$ cat config.mk
export PLATFORM = sky130hd
export DESIGN_NAME = trap_sequencer_flat
export DESIGN_NICKNAME = d
export VERILOG_FILES = /design/src/rtl/trap_pkg.sv /design/src/rtl/trap_sequencer_if.sv /design/src/rtl/trap_cause_prio.sv /design/src/rtl/trap_sequencer.sv /design/src/flat_wrapper.sv
export SDC_FILE = /design/constraint.sdc
export NUM_CORES = 1
export LEC_CHECK = 0
export CAP_MARGIN = 20
export CORE_MARGIN = 2
export CORE_UTILIZATION = 36
export DETAILED_ROUTE_END_ITERATION = 8
export GPL_ROUTABILITY_DRIVEN = 0
export GPL_TIMING_DRIVEN = 0
export PLACE_DENSITY = 0.83
export SYNTH_ARGS = -nofsm -noshare
export SYNTH_HDL_FRONTEND = slang
export SYNTH_HIERARCHICAL = 1
export SYNTH_SLANG_ARGS = --single-unit
$ cat constraint.sdc
create_clock -name clk -period 2.38 [get_ports clk]
set_input_delay 0.476 -clock clk [delete_from_list [all_inputs] [get_ports clk]]
set_output_delay 0.476 -clock clk [all_outputs]
set_load 0.01 [all_outputs]
$ cat src/rtl/trap_pkg.sv
// ============================================================================
// Module      : trap_pkg
// Description : State encodings, mcause codes and helpers for trap_sequencer.
// Revision    : 1.0 - initial release
// ============================================================================
`default_nettype none

package trap_pkg;

  typedef enum logic [2:0] {
    ST_IDLE     = 3'd0,
    ST_CAPTURE  = 3'd1,
    ST_DRAIN    = 3'd2,
    ST_COMMIT   = 3'd3,
    ST_REDIRECT = 3'd4,
    ST_MRET_RET = 3'd5
  } trap_state_e;

  localparam logic [3:0] CAUSE_IF_MISALIGN = 4'd0;
  localparam logic [3:0] CAUSE_ILLEGAL     = 4'd2;
  localparam logic [3:0] CAUSE_LD_MISALIGN = 4'd4;
  localparam logic [3:0] CAUSE_ST_MISALIGN = 4'd6;
  localparam logic [3:0] CAUSE_M_EXT_IRQ   = 4'd11;

  // Interrupt causes carry the mcause interrupt bit; exceptions are zero-extended.
  function automatic logic [31:0] mcause_of(input logic [3:0] code);
    if (code == CAUSE_M_EXT_IRQ) begin
      return {1'b1, 27'd0, code};
    end
    return {28'd0, code};
  endfunction

endpackage

`default_nettype wire

$ cat src/rtl/trap_sequencer_if.sv
// ============================================================================
// Module      : trap_sequencer_if
// Description : Pipeline/CSR-side signal bundle of trap_sequencer.
//               irq_ext/mie_in exist only when TRAP_IRQ_EN is defined.
// Revision    : 1.0 - initial release
// ============================================================================
`default_nettype none

interface trap_sequencer_if;
  logic        xb_illegal_csr;
  logic        fd_if_misalign;
  logic        fd_illegal;
  logic        fd_ld_misalign;
  logic        fd_st_misalign;
  logic        exc_bubble;
  logic [31:0] exc_pc;
  logic [31:0] exc_tval;
  logic        mret;
  logic [31:0] mepc_in;
`ifdef TRAP_IRQ_EN
  logic        irq_ext;
  logic        mie_in;
`endif
  logic        stall;
  logic        flush;
  logic        csr_trap_we;
  logic [31:0] csr_mepc_wd;
  logic [31:0] csr_mcause_wd;
  logic [31:0] csr_mtval_wd;
  logic        redirect_valid;
  logic [31:0] redirect_pc;
  logic        trap_taken;

  modport master (
`ifdef TRAP_IRQ_EN
    output irq_ext, mie_in,
`endif
    output xb_illegal_csr, fd_if_misalign, fd_illegal, fd_ld_misalign, fd_st_misalign,
    output exc_bubble, exc_pc, exc_tval, mret, mepc_in,
    input  stall, flush, csr_trap_we, csr_mepc_wd, csr_mcause_wd, csr_mtval_wd,
    input  redirect_valid, redirect_pc, trap_taken
  );

  modport slave (
`ifdef TRAP_IRQ_EN
    input  irq_ext, mie_in,
`endif
    input  xb_illegal_csr, fd_if_misalign, fd_illegal, fd_ld_misalign, fd_st_misalign,
    input  exc_bubble, exc_pc, exc_tval, mret, mepc_in,
    output stall, flush, csr_trap_we, csr_mepc_wd, csr_mcause_wd, csr_mtval_wd,
    output redirect_valid, redirect_pc, trap_taken
  );
endinterface

`default_nettype wire

$ cat src/rtl/trap_cause_prio.sv
// ============================================================================
// Module      : trap_cause_prio
// Description : Combinational priority encoder from trap flags to {valid, code}.
// Revision    : 1.0 - initial release
// ============================================================================
`default_nettype none

module trap_cause_prio
  import trap_pkg::*;
(
  input  logic       xb_illegal_csr,
  input  logic       fd_if_misalign,
  input  logic       fd_illegal,
  input  logic       fd_ld_misalign,
  input  logic       fd_st_misalign,
  input  logic       irq,
  output logic       valid,
  output logic [3:0] code
);

  always_comb begin
    valid = 1'b1;
    code  = CAUSE_ILLEGAL;
    if (xb_illegal_csr) begin
      code = CAUSE_ILLEGAL;
    end else if (fd_if_misalign) begin
      code = CAUSE_IF_MISALIGN;
    end else if (fd_illegal) begin
      code = CAUSE_ILLEGAL;
    end else if (fd_ld_misalign) begin
      code = CAUSE_LD_MISALIGN;
    end else if (fd_st_misalign) begin
      code = CAUSE_ST_MISALIGN;
    end else if (irq) begin
      code = CAUSE_M_EXT_IRQ;
    end else begin
      valid = 1'b0;
      code  = 4'd0;
    end
  end

endmodule

`default_nettype wire

$ cat src/rtl/trap_sequencer.sv
// ============================================================================
// Module      : trap_sequencer
// Description : Machine-mode trap entry / MRET return sequencer.
//               Optional external interrupt support under TRAP_IRQ_EN.
// Revision    : 1.0 - initial release
// ============================================================================
`default_nettype none

module trap_sequencer
  import trap_pkg::*;
#(
  parameter logic [31:0] MTVEC_ADDR   = 32'h0000_0010,
  parameter int unsigned FLUSH_CYCLES = 2
) (
  input  logic             clk,
  input  logic             resetb,
  trap_sequencer_if.slave  bus
);

  localparam logic [3:0] c_drain_load = 4'(FLUSH_CYCLES);

  trap_state_e r_state;
  trap_state_e w_next;
  logic [3:0]  r_drain_cnt;
  logic [31:0] r_pc;
  logic [31:0] r_tval;
  logic [3:0]  r_code;
  logic        w_irq;
  logic        w_valid;
  logic [3:0]  w_code;
  logic        w_stall;
  logic        w_flush;
  logic        w_we;
  logic        w_rvalid;
  logic [31:0] w_rpc;

`ifdef TRAP_IRQ_EN
  assign w_irq = bus.irq_ext & bus.mie_in;
`else
  assign w_irq = 1'b0;
`endif

  // A bubble's flags are dropped; the interrupt is independent of the slot.
  trap_cause_prio u_prio (
    .xb_illegal_csr (bus.xb_illegal_csr & ~bus.exc_bubble),
    .fd_if_misalign (bus.fd_if_misalign & ~bus.exc_bubble),
    .fd_illegal     (bus.fd_illegal     & ~bus.exc_bubble),
    .fd_ld_misalign (bus.fd_ld_misalign & ~bus.exc_bubble),
    .fd_st_misalign (bus.fd_st_misalign & ~bus.exc_bubble),
    .irq            (w_irq),
    .valid          (w_valid),
    .code           (w_code)
  );

  always_ff @(posedge clk or negedge resetb) begin
    if (!resetb) begin
      r_state <= ST_IDLE;
    end else begin
      r_state <= w_next;
    end
  end

  always_ff @(posedge clk or negedge resetb) begin
    if (!resetb) begin
      r_drain_cnt <= 4'd0;
      r_pc        <= 32'd0;
      r_tval      <= 32'd0;
      r_code      <= 4'd0;
    end else begin
      if (r_state == ST_IDLE && w_valid) begin
        r_pc   <= bus.exc_pc;
        r_tval <= (w_code == CAUSE_M_EXT_IRQ) ? 32'd0 : bus.exc_tval;
        r_code <= w_code;
      end
      if (r_state == ST_CAPTURE) begin
        r_drain_cnt <= c_drain_load;
      end else if (r_state == ST_DRAIN) begin
        r_drain_cnt <= r_drain_cnt - 4'd1;
      end
    end
  end

  always_comb begin
    w_next   = r_state;
    w_stall  = 1'b0;
    w_flush  = 1'b0;
    w_we     = 1'b0;
    w_rvalid = 1'b0;
    w_rpc    = 32'd0;
    case (r_state)
      ST_IDLE: begin
        if (w_valid) begin
          w_next = ST_CAPTURE;
        end else if (bus.mret) begin
          w_next = ST_MRET_RET;
        end
      end
      ST_CAPTURE: begin
        w_flush = 1'b1;
        w_stall = 1'b1;
        w_next  = ST_DRAIN;
      end
      ST_DRAIN: begin
        w_stall = 1'b1;
        if (r_drain_cnt <= 4'd1) begin
          w_next = ST_COMMIT;
        end
      end
      ST_COMMIT: begin
        w_stall = 1'b1;
        w_we    = 1'b1;
        w_next  = ST_REDIRECT;
      end
      ST_REDIRECT: begin
        w_rvalid = 1'b1;
        w_rpc    = MTVEC_ADDR;
        w_next   = ST_IDLE;
      end
      ST_MRET_RET: begin
        w_flush  = 1'b1;
        w_rvalid = 1'b1;
        w_rpc    = bus.mepc_in;
        w_next   = ST_IDLE;
      end
      default: w_next = ST_IDLE;
    endcase
  end

  assign bus.stall          = w_stall;
  assign bus.flush          = w_flush;
  assign bus.csr_trap_we    = w_we;
  assign bus.trap_taken     = w_we;
  assign bus.redirect_valid = w_rvalid;
  assign bus.redirect_pc    = w_rpc;
  assign bus.csr_mepc_wd    = r_pc;
  assign bus.csr_mcause_wd  = mcause_of(r_code);
  assign bus.csr_mtval_wd   = r_tval;

endmodule

`default_nettype wire

$ cat src/flat_wrapper.sv
// flat-port wrapper written by rule: the top's interface ports become plain ports
module trap_sequencer_flat import trap_pkg::*;
#(
  parameter logic [31:0] MTVEC_ADDR   = 32'h0000_0010,
  parameter int unsigned FLUSH_CYCLES = 2
)
  (clk, resetb, bus_xb_illegal_csr, bus_fd_if_misalign, bus_fd_illegal, bus_fd_ld_misalign, bus_fd_st_misalign, bus_exc_bubble, bus_exc_pc, bus_exc_tval, bus_mret, bus_mepc_in, bus_stall, bus_flush, bus_csr_trap_we, bus_csr_mepc_wd, bus_csr_mcause_wd, bus_csr_mtval_wd, bus_redirect_valid, bus_redirect_pc, bus_trap_taken);
  trap_sequencer_if bus_i ();
  input  logic clk;
  input  logic resetb;
  input wire logic [$bits(bus_i.xb_illegal_csr)-1:0] bus_xb_illegal_csr;
  input wire logic [$bits(bus_i.fd_if_misalign)-1:0] bus_fd_if_misalign;
  input wire logic [$bits(bus_i.fd_illegal)-1:0] bus_fd_illegal;
  input wire logic [$bits(bus_i.fd_ld_misalign)-1:0] bus_fd_ld_misalign;
  input wire logic [$bits(bus_i.fd_st_misalign)-1:0] bus_fd_st_misalign;
  input wire logic [$bits(bus_i.exc_bubble)-1:0] bus_exc_bubble;
  input wire logic [$bits(bus_i.exc_pc)-1:0] bus_exc_pc;
  input wire logic [$bits(bus_i.exc_tval)-1:0] bus_exc_tval;
  input wire logic [$bits(bus_i.mret)-1:0] bus_mret;
  input wire logic [$bits(bus_i.mepc_in)-1:0] bus_mepc_in;
  output wire logic [$bits(bus_i.stall)-1:0] bus_stall;
  output wire logic [$bits(bus_i.flush)-1:0] bus_flush;
  output wire logic [$bits(bus_i.csr_trap_we)-1:0] bus_csr_trap_we;
  output wire logic [$bits(bus_i.csr_mepc_wd)-1:0] bus_csr_mepc_wd;
  output wire logic [$bits(bus_i.csr_mcause_wd)-1:0] bus_csr_mcause_wd;
  output wire logic [$bits(bus_i.csr_mtval_wd)-1:0] bus_csr_mtval_wd;
  output wire logic [$bits(bus_i.redirect_valid)-1:0] bus_redirect_valid;
  output wire logic [$bits(bus_i.redirect_pc)-1:0] bus_redirect_pc;
  output wire logic [$bits(bus_i.trap_taken)-1:0] bus_trap_taken;
  assign bus_i.xb_illegal_csr = bus_xb_illegal_csr;
  assign bus_i.fd_if_misalign = bus_fd_if_misalign;
  assign bus_i.fd_illegal = bus_fd_illegal;
  assign bus_i.fd_ld_misalign = bus_fd_ld_misalign;
  assign bus_i.fd_st_misalign = bus_fd_st_misalign;
  assign bus_i.exc_bubble = bus_exc_bubble;
  assign bus_i.exc_pc = bus_exc_pc;
  assign bus_i.exc_tval = bus_exc_tval;
  assign bus_i.mret = bus_mret;
  assign bus_i.mepc_in = bus_mepc_in;
  assign bus_stall = bus_i.stall;
  assign bus_flush = bus_i.flush;
  assign bus_csr_trap_we = bus_i.csr_trap_we;
  assign bus_csr_mepc_wd = bus_i.csr_mepc_wd;
  assign bus_csr_mcause_wd = bus_i.csr_mcause_wd;
  assign bus_csr_mtval_wd = bus_i.csr_mtval_wd;
  assign bus_redirect_valid = bus_i.redirect_valid;
  assign bus_redirect_pc = bus_i.redirect_pc;
  assign bus_trap_taken = bus_i.trap_taken;
  trap_sequencer #(.MTVEC_ADDR(MTVEC_ADDR), .FLUSH_CYCLES(FLUSH_CYCLES)) u_core (.clk(clk), .resetb(resetb), .bus(bus_i));
endmodule
==> results of run 1 <==
==> logic make-up (layout without fill, tap and decap cells) <==
kind of cell / Yosys count / count (layout)
AO/OA/AOI/OAI: 50 / 50
AND/OR/NAND/NOR: 168 / 168
flip-flops: 75 / 75
other: 1 / 30
adder cells (fa/ha/maj): 2 / 2
XOR/XNOR: 1 / 1
buffers and inverters: 60 / 300
==> what timing repair did <==
item | in CTS | in global routing
buffers inserted | 4 | 6
cloned | 2 | 1
hold buffers | 1 | 0
pin swaps | 0 | 3
endpoints found under the hold margin | 1 | 0
setup endpoints to repair | 105 | 95
resized for setup | 41 | 45
==> cell usage after synthesis (2+ instances only) <==
| library cell | number | area share, % |
|---|---|---|
| nand2_1 | 107 | 12 |
| ha_1 | 2 | 0.72 |
| buf_2 | 2 | 0.29 |
| inv_1 | 7 | 0.75 |
| nor2_1 | 9 | 0.97 |
| buf_6 | 3 | 0.97 |
| dfrtp_1 | 75 | 54 |
| o21ai_0 | 3 | 0.43 |
| clkbuf_1 | 18 | 1.9 |
| and3_1 | 31 | 5.6 |
| buf_4 | 29 | 6.2 |
| nor3_1 | 2 | 0.29 |
| nor2b_1 | 7 | 1.3 |
| a21oi_1 | 5 | 0.72 |
| a22o_1 | 33 | 8.3 |
| nor4b_1 | 3 | 0.75 |
| o22ai_1 | 2 | 0.36 |
==> routing by layer <==
metal  up-vias  global-route usage, %  part of all wire (%)  routed length, um
met4         0                  6.462                   1.8                209
met2       148                  34.01                    49               5630
met5         -                      0                     0                  0
li1       1665                      -                     -                  -
met3        20                  3.899                   5.7                656
met1      1657                  27.82                    43               4941
==> registers in the layout, indices dropped and copies added (netlist names) <==
name	count
u_core/bus.csr_mepc_wd	32
u_core/bus.csr_mtval_wd	32
u_core/r_code	4
u_core/r_state	3
u_core/r_drain_cnt	4
==> cell type report <==
cell class / count / area, sq um / area share [%]
sequential: 75 / 1878 / 29.29
clock buffer: 9 / 123.9 / 1.932
clock inverter: 7 / 82.58 / 1.288
buffer: 52 / 407.9 / 6.362
inverter: 7 / 26.28 / 0.4098
tap: 129 / 161.4 / 2.518
multi-input combinational: 251 / 1415 / 22.07
timing repair buffer: 225 / 2316 / 36.12
==> per-stage QoR <==
stage | setup WS, ns | TNS (ns) | hold WS (ns)
2_1_floorplan | 0.05633 | 0 | 0.1804
3_3_place_gp | -1.690 | -168.52 | 0.4575
3_5_place_dp | -0.7822 | -46.36 | 0.2760
4_1_cts | -0.05163 | -1.045 | 0.4327
5_1_grt | -0.06469 | -0.5640 | 0.4411
6_report | 0.02065 | 0 | 0.4590
==> path summary, 6_finish.rpt <==
path,from,end,slack [ns],cells after the start
min reg2reg,u_core/bus.csr_mepc_wd[13]$_DFFE_PN0P_,u_core/bus.csr_mepc_wd[13]$_DFFE_PN0P_,0.48,2
min,resetb,u_core/bus.csr_mtval_wd[15]$_DFFE_PN0P_,0.46,2
max in group asynchronous,resetb,u_core/r_state[1]$_DFFE_PN0P_,1.36,3
min in group clk,u_core/bus.csr_mepc_wd[13]$_DFFE_PN0P_,u_core/bus.csr_mepc_wd[13]$_DFFE_PN0P_,0.48,2
max reg2reg,u_core/r_state[1]$_DFFE_PN0P_,u_core/bus.csr_mtval_wd[23]$_DFFE_PN0P_,0.46,5
max,u_core/r_state[1]$_DFFE_PN0P_,bus_trap_taken,0.02,5
==> where the power goes <==
group / internal, mW / switching, mW
registers: 1.91 / 0.377
clock network: 0.503 / 0.521
logic: 2.40 / 1.93
==> flow_summary.json, run 1 <==
{
  "numCtsBuffers": 9,
  "fin_nets": 728,
  "ys_seq_area_share_pct": 53.86,
  "rows": 35,
  "antenna_found_initial": 0,
  "hold_class": "input pin to async pin",
  "grt_max_degree": 75,
  "core_area_sq_mm": 0.009328,
  "critPathMaxStageDelay_ns": 0.52,
  "clockBufferDepth": 2,
  "drtIter0Drc": 104,
  "fp.dieW_um": 102.4,
  "num_antenna_cells": 0,
  "fin_crit_sh_pct": 99.13,
  "synth_edf_count": 0,
  "synth.avg_cell_area_sq_um": 9.761,
  "setup_violations": 0,
  "area_delta_synth_final_pct": 83.99,
  "power_mw": 7.637,
  "crit_arrival_ns": 1.88,
  "ys.flop_type": "dfrtp_1",
  "ys_warn_count": 6,
  "startpoint_type": "flip-flop",
  "remaining_drc_errors": 0,
  "crit_family": "buffers and inverters",
  "place_inst": 726,
  "die_h_um": 102.4,
  "wl_per_cell_um": 15.15,
  "layout_common_cells": "185 x clkdlybuf4s50_1, 107 x nand2_1, 74 x dfrtp_1",
  "portBuffers": 210,
  "final_cell_area_sq_mm": 0.006411,
  "drive_gt1_share_pct": 14.70,
  "grt_pass1_vias": 3253,
  "clock-sinks": 75,
  "cp_cell_sequence": "clkbuf_8 -> inv_1 -> nor3b_4 -> buf_4 -> clkdlybuf4s50_1",
  "io_pins": 238,
  "root_buffer": "clkbuf_8",
  "nFillCells": 727,
  "synthMuxAreaShare_pct": 0,
  "synthCells": 357,
  "first_pass_iters": 4,
  "synth_async_sr_flop_share_pct": 100.0,
  "insertion_delay_ns": 0.35,
  "place_hpwl_um": 8557,
  "overflow": 0,
  "drv_slew": 0,
  "ys_ff_latch": 75,
  "finalHoldViolCount": 0,
  "detail_route.wirelength_um": 11440,
  "synth_area_sq_mm": 0.003485,
  "cap_violations": 0,
  "final_common_cell": "clkdlybuf4s50_1",
  "drt-vias-per-instance": 4.623,
  "instances_no_fill": 755,
  "tightestPinTransition_ns": 0.9561,
  "die_area_sq_mm": 0.01048,
  "placed_cell_area_sq_mm": 0.005883,
  "period_needed_ns": 2.359,
  "crit_type": "flip-flop to output pin",
  "end_kind": "output pin",
  "ir_worst_vdd_v": 0.0005462,
  "detail-route-antenna-nets": 0,
  "synthXorXnorAreaFrac_pct": 0.2513,
  "vias": 3490,
  "crit_required_ns": 1.90,
  "grt_first_pass_wirelength_um": 16790,
  "path_buf_inv": 4,
  "rsz0062_at_grt": "true",
  "grt_usage_pct": 20.69,
  "cts.clk_slew.worst_paths_ns": 0.09,
  "synth_compound_area_share_pct": 11.96,
  "fmax_mhz": 423.8,
  "p_per_area_mw_per_mm2": 1191,
  "synthAdderAreaFrac_pct": 0.7181,
  "synth_top_family_by_area": "simple AND/OR/NAND/NOR gates",
  "utilization_pct": 68.73,
  "worst-path-max-fanout": 10,
  "p_leak_nw": 3.435,
  "skew_ns": 0.008290,
  "slew-limit-headroom_pct": 35.36,
  "slowest_stage": "clkdlybuf4s50_1",
  "cts_tree": "done",
  "initial_core_util_pct": 37.36,
  "cts.htree.levels": 3,
  "outcome": "complete, no violations",
  "synthDistinctLibCells": 36,
  "synth-simple-area-share_pct": 22.80
}
(Power assumes the default switching activity.)
==> run 2, diff against run 1 <==
--- a/config.mk
+++ b/config.mk
@@ -8,9 +8,9 @@
 export CAP_MARGIN = 20
 export CORE_MARGIN = 2
-export CORE_UTILIZATION = 36
+export CORE_UTILIZATION = 38
 export DETAILED_ROUTE_END_ITERATION = 8
 export GPL_ROUTABILITY_DRIVEN = 0
 export GPL_TIMING_DRIVEN = 0
-export PLACE_DENSITY = 0.83
+export PLACE_DENSITY = 0.86
 export SYNTH_ARGS = -nofsm -noshare
 export SYNTH_HDL_FRONTEND = slang
==> constraint.sdc (replaced) <==
create_clock -name clk -period 3 [get_ports clk]
set_input_delay 0.6 -clock clk [delete_from_list [all_inputs] [get_ports clk]]
set_output_delay 0.6 -clock clk [all_outputs]
set_load 0.005 [all_outputs]
==> run 2 against run 1 <==
Net effect: sequential cell count did not move; clock power is 29% lower; register-to-register slack gained 0.57 ns; largest cell class unchanged; total power down 29%; combinational power decreased by 34%.
==> flow_summary.json, run 2 (synthesis results as in run 1) <==
{
  "outcome": "complete, no violations",
  "detail-route-antenna-nets": 0,
  "overflow": 0,
  "crit_type": "input pin to flip-flop",
  "portBuffers": 210,
  "setup_violations": 0,
  "finalHoldViolCount": 0,
  "slowest_stage": "clkdlybuf4s50_1",
  "vias": 3362,
  "crit_family": "simple AND/OR/NAND/NOR gates",
  "placed_cell_area_sq_mm": 0.005856,
  "detail_route.wirelength_um": 10640,
  "place_hpwl_um": 8299,
  "crit_cells": 9,
  "drtIter0Drc": 120,
  "crit_required_ns": 3.21,
  "grt_first_pass_wirelength_um": 16680,
  "p_per_area_mw_per_mm2": 890.5,
  "drv_slew": 0,
  "place_inst": 705,
  "p_switching_mw": 1.908,
  "io_pins": 238,
  "slew-limit-headroom_pct": 43.40,
  "p_int_mw": 3.477,
  "fin_nets": 714,
  "instances_no_fill": 720,
  "grt_pass1_vias": 3303,
  "antenna_found_initial": 1,
  "p_leak_nw": 2.899,
  "startpoint_type": "input pin",
  "final_common_cell": "clkdlybuf4s50_1",
  "cp_cell_sequence": "clkdlybuf4s50_1 -> nor2b_1 -> or3_4 -> or4_1 -> or4b_1 -> buf_2 -> a41oi_4 -> buf_6 -> a22o_1",
  "num_antenna_cells": 0,
  "area_delta_synth_final_pct": 73.54,
  "nFillCells": 676,
  "drt-vias-per-instance": 4.669,
  "hold_class": "input pin to async pin",
  "p_sw_share_pct": 35.43,
  "rows": 34,
  "fmax_mhz": 345.0,
  "root_buffer": "clkbuf_8",
  "p_seq_share_pct": 33.5,
  "critPathMaxStageDelay_ns": 0.53,
  "pwr-share-comb_pct": 52.9,
  "insertion_delay_ns": 0.34,
  "path_buf_inv": 3,
  "drive_gt1_share_pct": 9.967,
  "worst-path-max-fanout": 16,
  "rr_worst_depth": 5,
  "clock-sinks": 75,
  "layout_common_cells": "209 x clkdlybuf4s50_1, 107 x nand2_1, 75 x dfrtp_1",
  "grt_usage_pct": 20.99,
  "first_pass_iters": 4,
  "power.clock.fraction_pct": 13.5,
  "cts_tree": "done",
  "core_area_sq_mm": 0.008806,
  "die_area_sq_mm": 0.009952,
  "end_kind": "flip-flop",
  "die_h_um": 99.76,
  "skew_ns": 0.01060,
  "cts.clk_slew.worst_paths_ns": 0.09,
  "remaining_drc_errors": 0,
  "ctsHoldBuffers": 0,
  "crit_arrival_ns": 3.11,
  "clockBufferDepth": 2,
  "cts.htree.levels": 3,
  "numCtsBuffers": 9,
  "fin_crit_sh_pct": 96.62,
  "utilization_pct": 68.67,
  "ir_worst_vdd_v": 0.0004703,
  "period_needed_ns": 2.898,
  "cap_violations": 0,
  "rsz0062_at_grt": "false",
  "wl_per_cell_um": 14.78,
  "tightestPinTransition_ns": 0.8372,
  "initial_core_util_pct": 39.57,
  "grt_max_degree": 76,
  "final_cell_area_sq_mm": 0.006047,
  "fp.dieW_um": 99.76
}
## run 2: cell types whose count changed in the layout (fill, tap and decap cells not counted), sizes merged
cell | previous run | this run
dlygate4sd2 | 2 | 0
clkdlybuf4s50 | 185 | 209
buf | 54 | 37
clkbuf | 23 | 28
clkinvlp | 2 | 3
inv | 11 | 8
clkinv | 0 | 1
dlygate4sd3 | 1 | 0
dlymetal6s2s | 21 | 0
bufinv | 1 | 0
## run 2: metal layers
metal | routed length (um) | global-route usage, %
met3 | 728 | 5.481
met1 | 4283 | 26.84
met5 | 13 | 0
met4 | 159 | 6.217
met2 | 5457 | 35.19
## run 2: cell type report
| type | count | area [sq um] | share of cell area (%) |
|---|---|---|---|
| inverters | 7 | 26.28 | 0.4345 |
| clock inverters | 5 | 36.28 | 0.6000 |
| clock buffers | 11 | 151.4 | 2.504 |
| flip-flops and latches | 75 | 1877 | 31.04 |
| plain buffers | 52 | 336.6 | 5.566 |
| repair buffers | 211 | 2127 | 35.17 |
| multi-input cells | 251 | 1358 | 22.45 |
| well taps | 108 | 135.1 | 2.235 |
## run 2: power by group through the flow
stage               Clock, mW  Sequential [mW]  Combinational [mW]
global route            0.784             1.87                3.15
CTS                     0.758             1.81                2.86
floorplan                   0             1.83                1.28
global placement            0             1.80                2.76
detailed placement          0             1.82                2.86
finish                  0.728             1.81                2.85
## run 2: repair_timing
| item | CTS | global route |
|---|---|---|
| gates resized for setup | 0 | 12 |
| setup endpoints to repair | 10 | 50 |
| endpoints found under the hold margin | 0 | 0 |
| setup buffers | 0 | 0 |
| gates cloned | 0 | 0 |
## run 2: worst paths after layout
| path | startpoint | endpoint | slack, ns |
|---|---|---|---|
| min | resetb | u_core/bus.csr_mtval_wd[31]$_DFFE_PN0P_ | 0.26 |
| min reg2reg | u_core/bus.csr_mepc_wd[1]$_DFFE_PN0P_ | u_core/bus.csr_mepc_wd[1]$_DFFE_PN0P_ | 0.48 |
| max in group asynchronous | resetb | u_core/bus.csr_mepc_wd[11]$_DFFE_PN0P_ | 2.44 |
| max | bus_exc_bubble | u_core/bus.csr_mtval_wd[8]$_DFFE_PN0P_ | 0.10 |
| max reg2reg | u_core/r_state[0]$_DFFE_PN0P_ | u_core/bus.csr_mepc_wd[21]$_DFFE_PN0P_ | 1.03 |
| min in group clk | u_core/bus.csr_mepc_wd[1]$_DFFE_PN0P_ | u_core/bus.csr_mepc_wd[1]$_DFFE_PN0P_ | 0.48 |
## run 2: through the flow
step	hold WS (ns)	TNS [ns]	setup WS, ns	power (mW)
finish	0.2586	0	0.1015	5.385
global route	0.2846	0	0.005113	5.807
CTS	0.2649	0	0.006107	5.431
detailed placement	0.4631	-13.46	-0.4049	4.678
global placement	0.4579	-96.06	-1.146	4.555
floorplan	0.3044	0	0.4404	3.103
